<file path="src/rtl/matrix_result_reader_if.sv">
// Bundle of control, C-BRAM read port and result stream for matrix_result_reader.
// The master modport is the reader itself; the slave modport is the host/BRAM side.
interface matrix_result_reader_if #(
  parameter int unsigned ACC_WIDTH  = 32,
  parameter int unsigned ADDR_WIDTH = 2
);
  logic                  start;
  logic                  busy;
  logic                  done;
  logic                  bram_en;
  logic [ADDR_WIDTH-1:0] bram_addr;
  logic [ACC_WIDTH-1:0]  bram_rdata;
  logic                  m_valid;
  logic                  m_ready;
  logic [ACC_WIDTH-1:0]  m_data;
  logic                  m_last;

  modport master (
    input  start, bram_rdata, m_ready,
    output busy, done, bram_en, bram_addr, m_valid, m_data, m_last
  );

  modport slave (
    output start, bram_rdata, m_ready,
    input  busy, done, bram_en, bram_addr, m_valid, m_data, m_last
  );
endinterface

</file>
<file path="src/rtl/matrix_result_reader.sv">
// Drains result matrix C from its BRAM and streams it out through a 2-entry prefetch buffer.
// Define RESULT_TRANSPOSE_EN to issue reads column-major, delivering C^T row-major.
module matrix_result_reader #(
  parameter int unsigned ACC_WIDTH = 32,
  parameter int unsigned M         = 2,
  parameter int unsigned P         = 2
) (
  input logic                   clk,
  input logic                   rst,
  matrix_result_reader_if.master bus
);
  localparam int unsigned N          = M * P;
  localparam int unsigned ADDR_WIDTH = (N > 1) ? $clog2(N) : 1;
  localparam int unsigned CNT_W      = $clog2(N + 1);
  localparam logic [CNT_W-1:0] LAST  = CNT_W'(N - 1);
`ifdef RESULT_TRANSPOSE_EN
  localparam int unsigned RW = (M > 1) ? $clog2(M) : 1;
  localparam int unsigned CW = (P > 1) ? $clog2(P) : 1;
`endif

  typedef enum logic [1:0] {IDLE, READ, DRAIN, DONE} state_t;

  state_t                r_state;
  logic                  r_busy;
  logic                  r_done;
  logic                  r_bram_en;
  logic [ADDR_WIDTH-1:0] r_bram_addr;
  logic [ADDR_WIDTH-1:0] r_next_addr;
  logic [CNT_W-1:0]      r_issue_cnt;
  logic [CNT_W-1:0]      r_beat_cnt;
  logic                  r_land;
  logic [ACC_WIDTH-1:0]  r_mem [2];
  logic                  r_wr_ptr;
  logic                  r_rd_ptr;
  logic [1:0]            r_count;
`ifdef RESULT_TRANSPOSE_EN
  logic [RW-1:0]         r_row;
  logic [CW-1:0]         r_col;
`endif

  logic       w_pop;
  logic       w_push;
  logic       w_fifo_pop;
  logic       w_issue;
  logic [1:0] w_occ;
  logic [1:0] w_occ_next;

  // Data landing from the BRAM counts as buffered in its arrival cycle and is
  // forwarded directly when the FIFO is empty, giving first data at start+2.
  always_comb begin
    w_occ       = r_count + {1'b0, r_land};
    bus.m_valid = (w_occ != 2'd0);
    w_pop       = bus.m_valid && bus.m_ready;
    w_fifo_pop  = w_pop && (r_count != 2'd0);
    w_push      = r_land && !((r_count == 2'd0) && w_pop);
    bus.m_data  = '0;
    if (bus.m_valid)
      bus.m_data = (r_count != 2'd0) ? r_mem[r_rd_ptr] : bus.bram_rdata;
    bus.m_last  = bus.m_valid && (r_beat_cnt == LAST);
    w_occ_next  = w_occ - {1'b0, w_pop} + {1'b0, r_bram_en};
    w_issue     = ((r_state == IDLE) && bus.start) ||
                  ((r_state == READ) && (r_issue_cnt != CNT_W'(N)) && (w_occ_next < 2'd2));
  end

  assign bus.busy      = r_busy;
  assign bus.done      = r_done;
  assign bus.bram_en   = r_bram_en;
  assign bus.bram_addr = r_bram_addr;

  always_ff @(posedge clk) begin
    if (rst) begin
      r_state     <= IDLE;
      r_busy      <= 1'b0;
      r_done      <= 1'b0;
      r_bram_en   <= 1'b0;
      r_bram_addr <= '0;
      r_next_addr <= '0;
      r_issue_cnt <= '0;
      r_beat_cnt  <= '0;
      r_land      <= 1'b0;
      r_wr_ptr    <= 1'b0;
      r_rd_ptr    <= 1'b0;
      r_count     <= '0;
`ifdef RESULT_TRANSPOSE_EN
      r_row       <= '0;
      r_col       <= '0;
`endif
    end else begin
      r_done    <= 1'b0;
      r_bram_en <= 1'b0;
      r_land    <= r_bram_en;

      if (w_push) begin
        r_mem[r_wr_ptr] <= bus.bram_rdata;
        r_wr_ptr        <= ~r_wr_ptr;
      end
      if (w_fifo_pop)
        r_rd_ptr <= ~r_rd_ptr;
      r_count <= r_count + {1'b0, w_push} - {1'b0, w_fifo_pop};

      if (w_pop)
        r_beat_cnt <= (r_beat_cnt == LAST) ? '0 : r_beat_cnt + CNT_W'(1);

      // Issue counters wrap to zero after the final address, ready for the next start.
      if (w_issue) begin
        r_bram_en   <= 1'b1;
        r_bram_addr <= r_next_addr;
        r_issue_cnt <= r_issue_cnt + CNT_W'(1);
`ifdef RESULT_TRANSPOSE_EN
        if (r_row == RW'(M - 1)) begin
          r_row <= '0;
          if (r_col == CW'(P - 1)) begin
            r_col       <= '0;
            r_next_addr <= '0;
          end else begin
            r_col       <= r_col + CW'(1);
            r_next_addr <= ADDR_WIDTH'(r_col) + ADDR_WIDTH'(1);
          end
        end else begin
          r_row       <= r_row + RW'(1);
          r_next_addr <= r_next_addr + ADDR_WIDTH'(P);
        end
`else
        r_next_addr <= (r_next_addr == ADDR_WIDTH'(N - 1)) ? '0 : r_next_addr + ADDR_WIDTH'(1);
`endif
      end

      case (r_state)
        IDLE: begin
          if (bus.start) begin
            r_state <= READ;
            r_busy  <= 1'b1;
          end
        end
        READ: begin
          if (r_issue_cnt == CNT_W'(N)) begin
            r_state     <= DRAIN;
            r_issue_cnt <= '0;
          end
        end
        DRAIN: begin
          if (w_pop && (r_beat_cnt == LAST)) begin
            r_state <= DONE;
            r_busy  <= 1'b0;
            r_done  <= 1'b1;
          end
        end
        DONE: r_state <= IDLE;
        default: r_state <= IDLE;
      endcase
    end
  end
endmodule

</file>
<file path="src/flat_wrapper.sv">
// flat-port wrapper written by rule: the top's interface ports become plain ports
module matrix_result_reader_flat 
#(
  parameter int unsigned ACC_WIDTH = 32,
  parameter int unsigned M         = 2,
  parameter int unsigned P         = 2
)
  (clk, rst, bus_start, bus_bram_rdata, bus_m_ready, bus_busy, bus_done, bus_bram_en, bus_bram_addr, bus_m_valid, bus_m_data, bus_m_last);
  matrix_result_reader_if #(.ACC_WIDTH(ACC_WIDTH), .ADDR_WIDTH((2))) bus_i ();
  input logic clk;
  input logic rst;
  input wire logic [$bits(bus_i.start)-1:0] bus_start;
  input wire logic [$bits(bus_i.bram_rdata)-1:0] bus_bram_rdata;
  input wire logic [$bits(bus_i.m_ready)-1:0] bus_m_ready;
  output wire logic [$bits(bus_i.busy)-1:0] bus_busy;
  output wire logic [$bits(bus_i.done)-1:0] bus_done;
  output wire logic [$bits(bus_i.bram_en)-1:0] bus_bram_en;
  output wire logic [$bits(bus_i.bram_addr)-1:0] bus_bram_addr;
  output wire logic [$bits(bus_i.m_valid)-1:0] bus_m_valid;
  output wire logic [$bits(bus_i.m_data)-1:0] bus_m_data;
  output wire logic [$bits(bus_i.m_last)-1:0] bus_m_last;
  assign bus_i.start = bus_start;
  assign bus_i.bram_rdata = bus_bram_rdata;
  assign bus_i.m_ready = bus_m_ready;
  assign bus_busy = bus_i.busy;
  assign bus_done = bus_i.done;
  assign bus_bram_en = bus_i.bram_en;
  assign bus_bram_addr = bus_i.bram_addr;
  assign bus_m_valid = bus_i.m_valid;
  assign bus_m_data = bus_i.m_data;
  assign bus_m_last = bus_i.m_last;
  matrix_result_reader #(.ACC_WIDTH(ACC_WIDTH), .M(M), .P(P)) u_core (.clk(clk), .rst(rst), .bus(bus_i));
endmodule
</file>
<file path="config.mk">
export PLATFORM = sky130hd
export DESIGN_NAME = matrix_result_reader_flat
export DESIGN_NICKNAME = d
export VERILOG_FILES = /design/src/rtl/matrix_result_reader_if.sv /design/src/rtl/matrix_result_reader.sv /design/src/flat_wrapper.sv
export SDC_FILE = /design/constraint.sdc
export NUM_CORES = 1
export LEC_CHECK = 0
export ABC_AREA = 1
export CORE_MARGIN = 2
export CORE_UTILIZATION = 40
export DETAILED_ROUTE_END_ITERATION = 10
export DONT_BUFFER_PORTS = 1
export PLACE_DENSITY_LB_ADDON = 0.1
export REMOVE_ABC_BUFFERS = 1
export SLEW_MARGIN = 20
export SYNTH_ARGS = -nofsm -noshare
export SYNTH_HDL_FRONTEND = slang
export SYNTH_SLANG_ARGS = --single-unit
</file>
<file path="constraint.sdc">
create_clock -name clk -period 4.1 [get_ports clk]
set_input_delay 0.615 -clock clk [delete_from_list [all_inputs] [get_ports clk]]
set_output_delay 0.615 -clock clk [all_outputs]
set_load 0.05 [all_outputs]
</file>
==> impl_results.md, run 1 <==
* Congestion Overflow GR at 0
* GPL Wtd Cong at 0.7204
* Clk_lat worst skew at 350 ps
* Mean post-synth cell area at 9.720 µm²
* Unique cell type count in the Yosys netlist at 25
* Ports at 75
* Worst setup SP type: register
* Syn-to-layout area delta at 14.79%
* IO Port Bufs at 0
* Iter 0 DRT Violations at 93
* Pin count of the biggest net entering global routing at 65
* Setup violators final at 0
* RSZ-0062 raised after global routing: no
* Die H at 102.2 µm
* Fillers at 913
* Post-CTS sizing at 0
* Cell area after layout at 4429 µm²
* DIE AREA at 10450 µm²
* Crit-path max FO at 36
* All-Layer GR Usage at 15.13%
* CTS Buffer Depth at 2
* CTS Root Cell: clkbuf_8
* Fmax at 345.9 MHz
* Leakage power at 1.881 nW
* Clock-pin transition on the worst setup and hold timing paths at 80 ps
* Seq/Total Area, Yosys at 60.70%
* Post-Syn Area at 3859 µm²
* Hold-fix buffers, CTS at 0
* CTS Sinks at 85
* Crit. End Element: register
* Power per Cell Area at 668.3 nW/µm²
* EDFF count, synth at 64
* Fin. Hold Viols at 0
* Worst Path Class, Setup: reg -> reg
* First-pass GRT wire length at 12080 µm
* Commonest non-fill, non-tap cell in the layout: a21oi_1
* Die width at 102.2 µm
* Async SR Flop Fraction at 0%
* Worst EP required at 4140 ps
* Fin Setup TNS at 0 ps
* Slew HR at 55.71%
* Total number of vias at 2621
* Gate Count Post-Synth at 397
* Fin. max-slew vios at 0
* Post-route clock skew at 13.65 ps
* Total CTS buffers at 9
* Number of global-route vias before repair at 2500
* Routed WL at 7426 µm
* Min cycle time layout at 2891 ps
* Most frequent cells in the layout: a21oi_1, edfxtp_1, inv_1, nor2_1, buf_4
* Initial Utilization at 41.56%
* FP Rows at 35
* WHS at 325.8 ps
* Tightest Hold Check Type: in -> reg
* # placed instances at 543
* Setup bufs post-CTS at 0
* Status: finished clean
* Initial antenna violation count at 0
* Post-synthesis register bit count at 85
* Layout Cells excl Fill at 559
* Worst Tran Pin Value at 663.4 ps
* Layout cells sized above 1 at 14.19%
* Final Net Count at 472
* Ant diodes at 0
* Post-route ant nets at 0
* DRC violations left at 0
* Fin crit share at 70.52%
* Via-to-Cell Ratio at 4.689
* CTS tree: done
* Syn. warnings at 0
* Max Cap Viol at 0
* Worst EP arrival at 2940 ps
* Core area at 9284 µm²
* 1st-pass router iterations at 4
* Worst VDD drop at 0.2325 mV
* Placed cell areas at 4220 µm²
* DPL Wire Length at 4884 µm
* DR WL/cell at 13.28 µm
* Htree depth at 3
* Synth Flop Type: edfxtp_1
* Final core utilization at 47.71%
-- state kept, by name (all words and copies together) (netlist names), named ones only --
name / flops
u_core.r_beat_cnt: 3
u_core.r_mem: 64
u_core.r_rd_ptr: 1
u_core.r_wr_ptr: 1
u_core.r_land: 1
u_core.bus.bram_en: 1
u_core.bus.bram_addr: 2
u_core.r_count: 2
u_core.r_state: 2
u_core.bus.busy: 1
u_core.r_next_addr: 2
u_core.bus.done: 1
u_core.r_issue_cnt: 3
-- critical path, cell delays in order, from the launching register on --
cell and delay [ps]:
dfxtp_1 350, ha_1 210, inv_1 70, nand2_1 110, nand3_4 470, nand2_4 270
o21ai_2 90, inv_1 100, nand2_1 100, nor2_4 500, buf_4 320
-- final cells by class --
type	instances	area [µm²]	share of cell area, %
multi-input cells	229	1209	27.29
inverters	65	244.0	5.508
clock buffers	11	131.4	2.966
clock inverters	5	75.07	1.695
well taps	129	161.4	3.644
flip-flops and latches	85	2346	52.97
repair buffers	35	262.8	5.932
-- metrics by stage --
step | setup WS [ps] | power [mW]
floorplan | 108.9 | 2.031
global placement | 1179 | 2.353
detailed placement | 1133 | 2.363
CTS | 1126 | 2.993
global route | 859.9 | 3.138
finish | 1209 | 2.960
-- Yosys cell counts, drive strengths merged, types with 3 or more instances --
cell type | count | area share [%]
inv | 65 | 6.3
edfxtp | 64 | 50
nor2 | 50 | 4.9
nand2 | 35 | 4.1
buf | 8 | 1.0
clkbuf | 10 | 0.97
nand3 | 11 | 2.0
dfxtp | 21 | 11
ha | 11 | 3.6
nand3b | 3 | 0.58
a21oi | 75 | 9.7
o21ai | 36 | 4.8
-- kinds of logic (layout without fill, tap and decap cells) --
family | Yosys count | after routing | share of synthesized area, %
AO/OA/AOI/OAI | 113 | 113 | 14.88
AND/OR/NAND/NOR | 103 | 103 | 12.09
flip-flops | 85 | 85 | 60.70
buffers and inverters | 83 | 116 | 8.301
adder cells (fa/ha/maj) | 11 | 11 | 3.567
XOR/XNOR | 2 | 2 | 0.4540
-- metal layers --
metal  GRT usage, %  up-vias  part of all wire, %
met4          6.462        0                  1.6
met5              0        -                    0
met1          19.92     1159                   47
li1               -     1392                    -
met3          4.104       11                  6.8
met2          23.68       59                   45
-- path summary, 6_finish.rpt --
kind / cells after the start / endpoint / startpoint / slack [ps]
worst max-delay path: 10 / u_core.r_mem[0][24] / u_core.r_count[0] / 1210
worst min-delay path: 1 / u_core.bus.busy / rst / 330
worst max register to register: 10 / u_core.r_mem[0][24] / u_core.r_count[0] / 1210
worst min register to register: 2 / u_core.r_wr_ptr / u_core.r_wr_ptr / 470
-- report_power, final --
group	total [mW]	switching, mW	internal [mW]
clock network	0.631	0.290	0.340
registers	1.11	0.107	1.01
logic	1.22	0.880	0.336
total	2.96	1.28	1.68
No activity file was read; power rests on OpenSTA's default activity.
==> run 2, diff against run 1 <==
==> constraint.sdc (replaced) <==
create_clock -name clk -period 3.05 [get_ports clk]
set_input_delay 0.4575 -clock clk [delete_from_list [all_inputs] [get_ports clk]]
set_output_delay 0.4575 -clock clk [all_outputs]
set_load 0.05 [all_outputs]
==> run 2 against run 1 <==
  * Highest routed layer unchanged
  * Critical endpoint is now bus_m_data[0]
  * Critical path type is now reg -> out
  * Sequential power up 33%
  * Clock power up 36%
  * Final cell count up 0.72%
==> impl_results.md, run 2 (same netlist as run 1, synthesis figures left out) <==
* Routed WL at 7380 µm (-0.62%)
* Worst r2r src: u_core.r_count[0]
* Worst Path Class, Setup: reg -> out
* CTS Root Cell: clkbuf_8
* Setup violators final at 0 (unchanged)
* Power per Cell Area at 895.1 nW/µm² (+34%)
* Fmax at 365.2 MHz
* Final Net Count at 476 (+0.85%)
* Syn-to-layout area delta at 16.02%
* Status: finished clean
* Max Cap Viol at 0 (unchanged)
* Most frequent cells in the layout: a21oi_1, edfxtp_1, inv_1, nor2_1, buf_4
* Iter 0 DRT Violations at 87 (-6.5%)
* CTS Buffer Depth at 2 (unchanged)
* Via-to-Cell Ratio at 4.719 (+0.65%)
* GPL Wtd Cong at 0.7817 (+8.5%)
* Switching share of power at 43.07% (-0.076 points)
* Clk_lat worst skew at 350 ps (about the same)
* Largest register by flop count: u_core.r_mem
* Cell area after layout at 4477 µm² (+1.1%)
* Clock-pin transition on the worst setup and hold timing paths at 90 ps (about the same)
* Commonest non-fill, non-tap cell in the layout: a21oi_1
* Clk pwr share at 21.4% (about the same)
* Tightest Hold Check Type: in -> reg
* Number of global-route vias before repair at 2514 (+0.56%)
* Fin crit share at 89.77%
* Total power at 4.007 mW (+35%)
* Leakage power at 1.913 nW (+1.7%)
* Total CTS buffers at 9 (unchanged)
* Die H at 102.2 µm (unchanged)
* Core area at 9284 µm² (unchanged)
* Int Power at 2.281 mW (+36%)
* Worst R2R Setup Slack at 720 ps (-490 ps)
* IO Port Bufs at 0 (unchanged)
* Congestion Overflow GR at 0 (unchanged)
* Largest regs: u_core.r_mem x64, u_core.r_beat_cnt x3, u_core.r_issue_cnt x3
* Hold-fix buffers, CTS at 0 (unchanged)
* Layout cells sized above 1 at 15.67% (+1.5 points)
* Worst setup SP type: register
* Ports at 75 (unchanged)
* Placed cell areas at 4263 µm² (+1.0%)
* 1st-pass router iterations at 4 (unchanged)
* Post-CTS sizing at 0 (unchanged)
* Fin. max-slew vios at 0 (unchanged)
* Pin count of the biggest net entering global routing at 63 (-3.1%)
* Crit. End Element: output port
* All-Layer GR Usage at 15.35% (+0.22 points)
* DPL Wire Length at 4971 µm (+1.8%)
* Worst EP required at 2590 ps (-1550 ps)
* DR WL/cell at 13.11 µm (-1.3%)
* FP Rows at 35 (unchanged)
* Comb pwr share at 41.6% (+0.5 points)
* DRC violations left at 0 (unchanged)
* Crit-path max FO at 31 (-14%)
* Max reg flops at 64 (unchanged)
* Initial Utilization at 41.56% (unchanged)
* CTS tree: done
* Post-route clock skew at 13.80 ps (+0.1541 ps)
* Worst EP arrival at 2280 ps (-660 ps)
* Total number of vias at 2657 (+1.4%)
* Ant diodes at 0 (unchanged)
* Setup bufs post-CTS at 0 (unchanged)
* Initial antenna violation count at 0 (unchanged)
* DIE AREA at 10450 µm² (unchanged)
* RSZ-0062 raised after global routing: no
* CTS Sinks at 85 (unchanged)
* HP Start: rst
* Reg power frac at 37.0% (-0.6 points)
* Critical Path Start: u_core.r_count[0]
* Die width at 102.2 µm (unchanged)
* Post-route ant nets at 0 (unchanged)
* Worst VDD drop at 0.3868 mV (+66%)
* Worst Tran Pin Value at 549.9 ps (-113.5 ps)
* Slew HR at 63.34% (+7.6 points)
* Htree depth at 3 (unchanged)
* Fin. Hold Viols at 0 (unchanged)
* P_sw at 1.726 mW (+35%)
* First-pass GRT wire length at 12140 µm (+0.51%)
* Min cycle time layout at 2738 ps
[run 2: changes by cell type in the layout (fill, tap and decap cells not counted)]
cell,previous run,this run
clkbuf_1,2,1
inv_6,0,1
buf_4,35,38
buf_12,0,1
clkinv_2,0,2
dfxtp_4,1,0
dfxtp_2,0,1
clkinv_1,2,0
[run 2: final cells by class]
cell class	count	area [µm²]
clock buffers	10	127.6
repair buffers	39	305.3
clock inverters	6	86.33
well taps	129	161.4
flip-flops and latches	85	2344
inverters	65	244.0
multi-input cells	229	1209
fillers	904	4807
[run 2: power by group through the flow]
stage	logic [mW]	registers, mW	clock network (mW)
floorplan	1.22	1.51	0
global placement	1.67	1.51	0
detailed placement	1.68	1.51	0
CTS	1.68	1.49	0.883
global route	1.82	1.50	0.941
finish	1.67	1.48	0.856
[run 2: path summary, 6_finish.rpt]
check / depth (start not counted) / endpoint
worst max-delay path: 8 / bus_m_data[0]
worst min register to register: 2 / u_core.r_wr_ptr
worst min-delay path: 1 / u_core.bus.bram_addr[0]
worst max register to register: 13 / u_core.r_count[1]
[run 2: metal layers]
metal / vias up / routed length (µm) / GRT usage (%)
li1: 1395 / - / -
met1: 1196 / 3369 / 19.91
met2: 56 / 3449 / 24.65
met3: 10 / 446 / 4.036
met4: 0 / 114 / 6.154
met5: - / 0 / 0
[run 2: critical path, cell delays in order (launching register included)]
cell and delay, ps:
dfxtp_1 330, ha_1 230, inv_1 80, nand2_1 90, nand3_4 240, buf_4 370, o21ai_0 140, a21oi_1 210
buf_4 240
[run 2: through the flow]
step           std cells  setup WS [ps]  TNS (ps)  hold WS, ps  utilization [%]
2_1_floorplan        379         -941.1    -36010        437.4                -
3_3_place_gp         547          704.4         0        452.5            45.92
3_5_place_dp         547          665.6         0        451.1            45.92
4_1_cts              563          265.5         0        148.8            48.22
5_1_grt              563          117.9         0        141.9            48.22
6_report             563          311.9         0        163.9            48.22
==> run 3, diff against run 2 <==
--- a/config.mk
+++ b/config.mk
@@ -11,7 +11,6 @@
 export DETAILED_ROUTE_END_ITERATION = 10
 export DONT_BUFFER_PORTS = 1
 export PLACE_DENSITY_LB_ADDON = 0.1
-export REMOVE_ABC_BUFFERS = 1
 export SLEW_MARGIN = 20
 export SYNTH_ARGS = -nofsm -noshare
 export SYNTH_HDL_FRONTEND = slang
==> run 3 against run 2 <==
  * Global-route usage is 0.30 points lower
  * Non-clock buffer count is 2 higher
  * Final cell count is 0.36% higher
  * Sequential share of layout area is 0.18 points higher
  * Critical path depth stayed put
  * Flip-flop and latch count stayed put
  * Clock-buffer cell count stayed put
  * Clock power is 9.1% lower
  * Clock skew is 5.7 ps lower
  * Total power is 1.9% lower
  * First-iteration DRC count is 26% lower
  * Largest cell class unchanged
  * Largest power group unchanged
==> impl_results.md, run 3 (same netlist as run 1, synthesis figures left out) <==
* DPL Wire Length at 4939 µm (-0.65%)
* Post-route clock skew at 8.103 ps (-5.696 ps)
* Max reg flops at 64 (unchanged)
* WHS at 166.1 ps (+2.192 ps)
* Final Net Count at 478 (+0.42%)
* Post-synth net total at 444
* CTS Buffer Depth at 2 (unchanged)
* Clk_lat worst skew at 350 ps (about the same)
* Power per Cell Area at 881.4 nW/µm² (-1.5%)
* Total number of vias at 2660 (+0.11%)
* IO Port Bufs at 0 (unchanged)
* Ant diodes at 0 (unchanged)
* Min cycle time layout at 2654 ps (-84.29 ps)
* Routed WL at 7347 µm (-0.45%)
* Syn-to-layout area delta at 15.63%
* # placed instances at 549 (+0.37%)
* Most frequent cells in the layout: a21oi_1, edfxtp_1, inv_1, nor2_1, buf_4
* Number of global-route vias before repair at 2533 (+0.76%)
* Fin. max-slew vios at 0 (unchanged)
* Status: finished clean
* Setup bufs post-CTS at 0 (unchanged)
* CTS Sinks at 85 (unchanged)
* Crit-path max FO at 27 (-13%)
* Worst Tran Pin Value at 564.7 ps (+14.81 ps)
* Total CTS buffers at 9 (unchanged)
* Fin. Hold Viols at 0 (unchanged)
* Iter 0 DRT Violations at 64 (-26%)
* FP Rows at 35 (unchanged)
* Core area at 9284 µm² (unchanged)
* Layout Cells excl Fill at 565 (+0.36%)
* Tightest Hold Check Type: in -> reg
* Total power at 3.933 mW (-1.9%)
* DIE AREA at 10450 µm² (unchanged)
* 1st-pass router iterations at 4 (unchanged)
* Post-CTS sizing at 0 (unchanged)
* Die H at 102.2 µm (unchanged)
* First-pass GRT wire length at 12010 µm (-1.0%)
* Pin count of the biggest net entering global routing at 33 (-48%)
* Pre-CTS WS at 638.7 ps (-26.88 ps)
* Fillers at 919 (+1.7%)
* Placed cell areas at 4272 µm² (+0.21%)
* Fin Setup TNS at 0 ps (unchanged)
* Largest regs: u_core.r_mem x64, u_core.r_beat_cnt x3, u_core.r_issue_cnt x3
* CTS tree: done
* Worst VDD drop at 0.4308 mV (+11%)
* Setup violators final at 0 (unchanged)
* Congestion Overflow GR at 0 (unchanged)
* Slew HR at 62.35% (-0.99 points)
* Final WS setup at 396.2 ps (+84.29 ps)
* Layout cells sized above 1 at 15.83% (+0.16 points)
* GPL Wtd Cong at 0.7504 (-4.0%)
* RSZ-0062 raised after global routing: no
* Max Cap Viol at 0 (unchanged)
* Fmax at 376.8 MHz (+3.2%)
* CTS Root Cell: clkbuf_8
* Htree depth at 3 (unchanged)
* All-Layer GR Usage at 15.05% (-0.30 points)
* Cell area after layout at 4462 µm² (-0.34%)
* Commonest non-fill, non-tap cell in the layout: a21oi_1
* Worst EP arrival at 2200 ps (-80 ps)
* Ports at 75 (unchanged)
* Worst setup SP type: register
* Via-to-Cell Ratio at 4.708 (-0.24%)
* DR WL/cell at 13.00 µm (-0.80%)
* Leakage power at 1.911 nW (about the same)
* Worst EP required at 2590 ps (about the same)
* DRC violations left at 0 (unchanged)
* Initial Utilization at 41.56% (unchanged)
* Clock-pin transition on the worst setup and hold timing paths at 80 ps (about the same)
* Initial antenna violation count at 0 (unchanged)
* Hold-fix buffers, CTS at 0 (unchanged)
* Worst Path Class, Setup: reg -> out
* Die width at 102.2 µm (unchanged)
* Post-route ant nets at 0 (unchanged)
* Fin crit share at 87.01% (-2.8 points)
* Largest register by flop count: u_core.r_mem
* Final core utilization at 48.06% (-0.16 points)
* Crit. End Element: output port
## run 3: routing by layer
metal  vias to the layer above  global-route usage (%)  share of wire, %
li1                       1401                       -                 -
met4                         0                   6.462               1.2
met1                      1196                   18.85                46
met2                        56                   24.29                47
met3                         7                   4.514               6.0
met5                         -                       0                 0
## run 3: where the power goes
group,switching (mW),total (mW),internal [mW]
registers,0.135,1.49,1.35
clock network,0.401,0.778,0.378
logic,1.19,1.67,0.472
## run 3: final timing paths
kind,start,to,slack (ps),cells past startpoint
setup / recovery,u_core.r_count[0],bus_m_data[20],400,8
hold / removal,rst,u_core.r_next_addr[0],170,1
setup reg to reg,u_core.r_land,u_core.r_count[1],630,14
hold reg to reg,u_core.r_wr_ptr,u_core.r_wr_ptr,470,2
## run 3: worst max-delay path, stage by stage (launching register included)
cell     delay (ps)
dfxtp_1         330
ha_1            230
inv_1            80
nand2_1         100
nand3_4         290
buf_4           320
o21ai_0         130
a21oi_1         150
buf_4           220
## run 3: cell type report
type	instances	area (µm²)	share of cell area, %
flip-flops and latches	85	2344	52.52
multi-input cells	229	1215	27.23
repair buffers	41	307.8	6.898
inverters	65	244.0	5.468
well taps	129	161.4	3.618
clock buffers	10	127.6	2.860
clock inverters	6	62.56	1.402
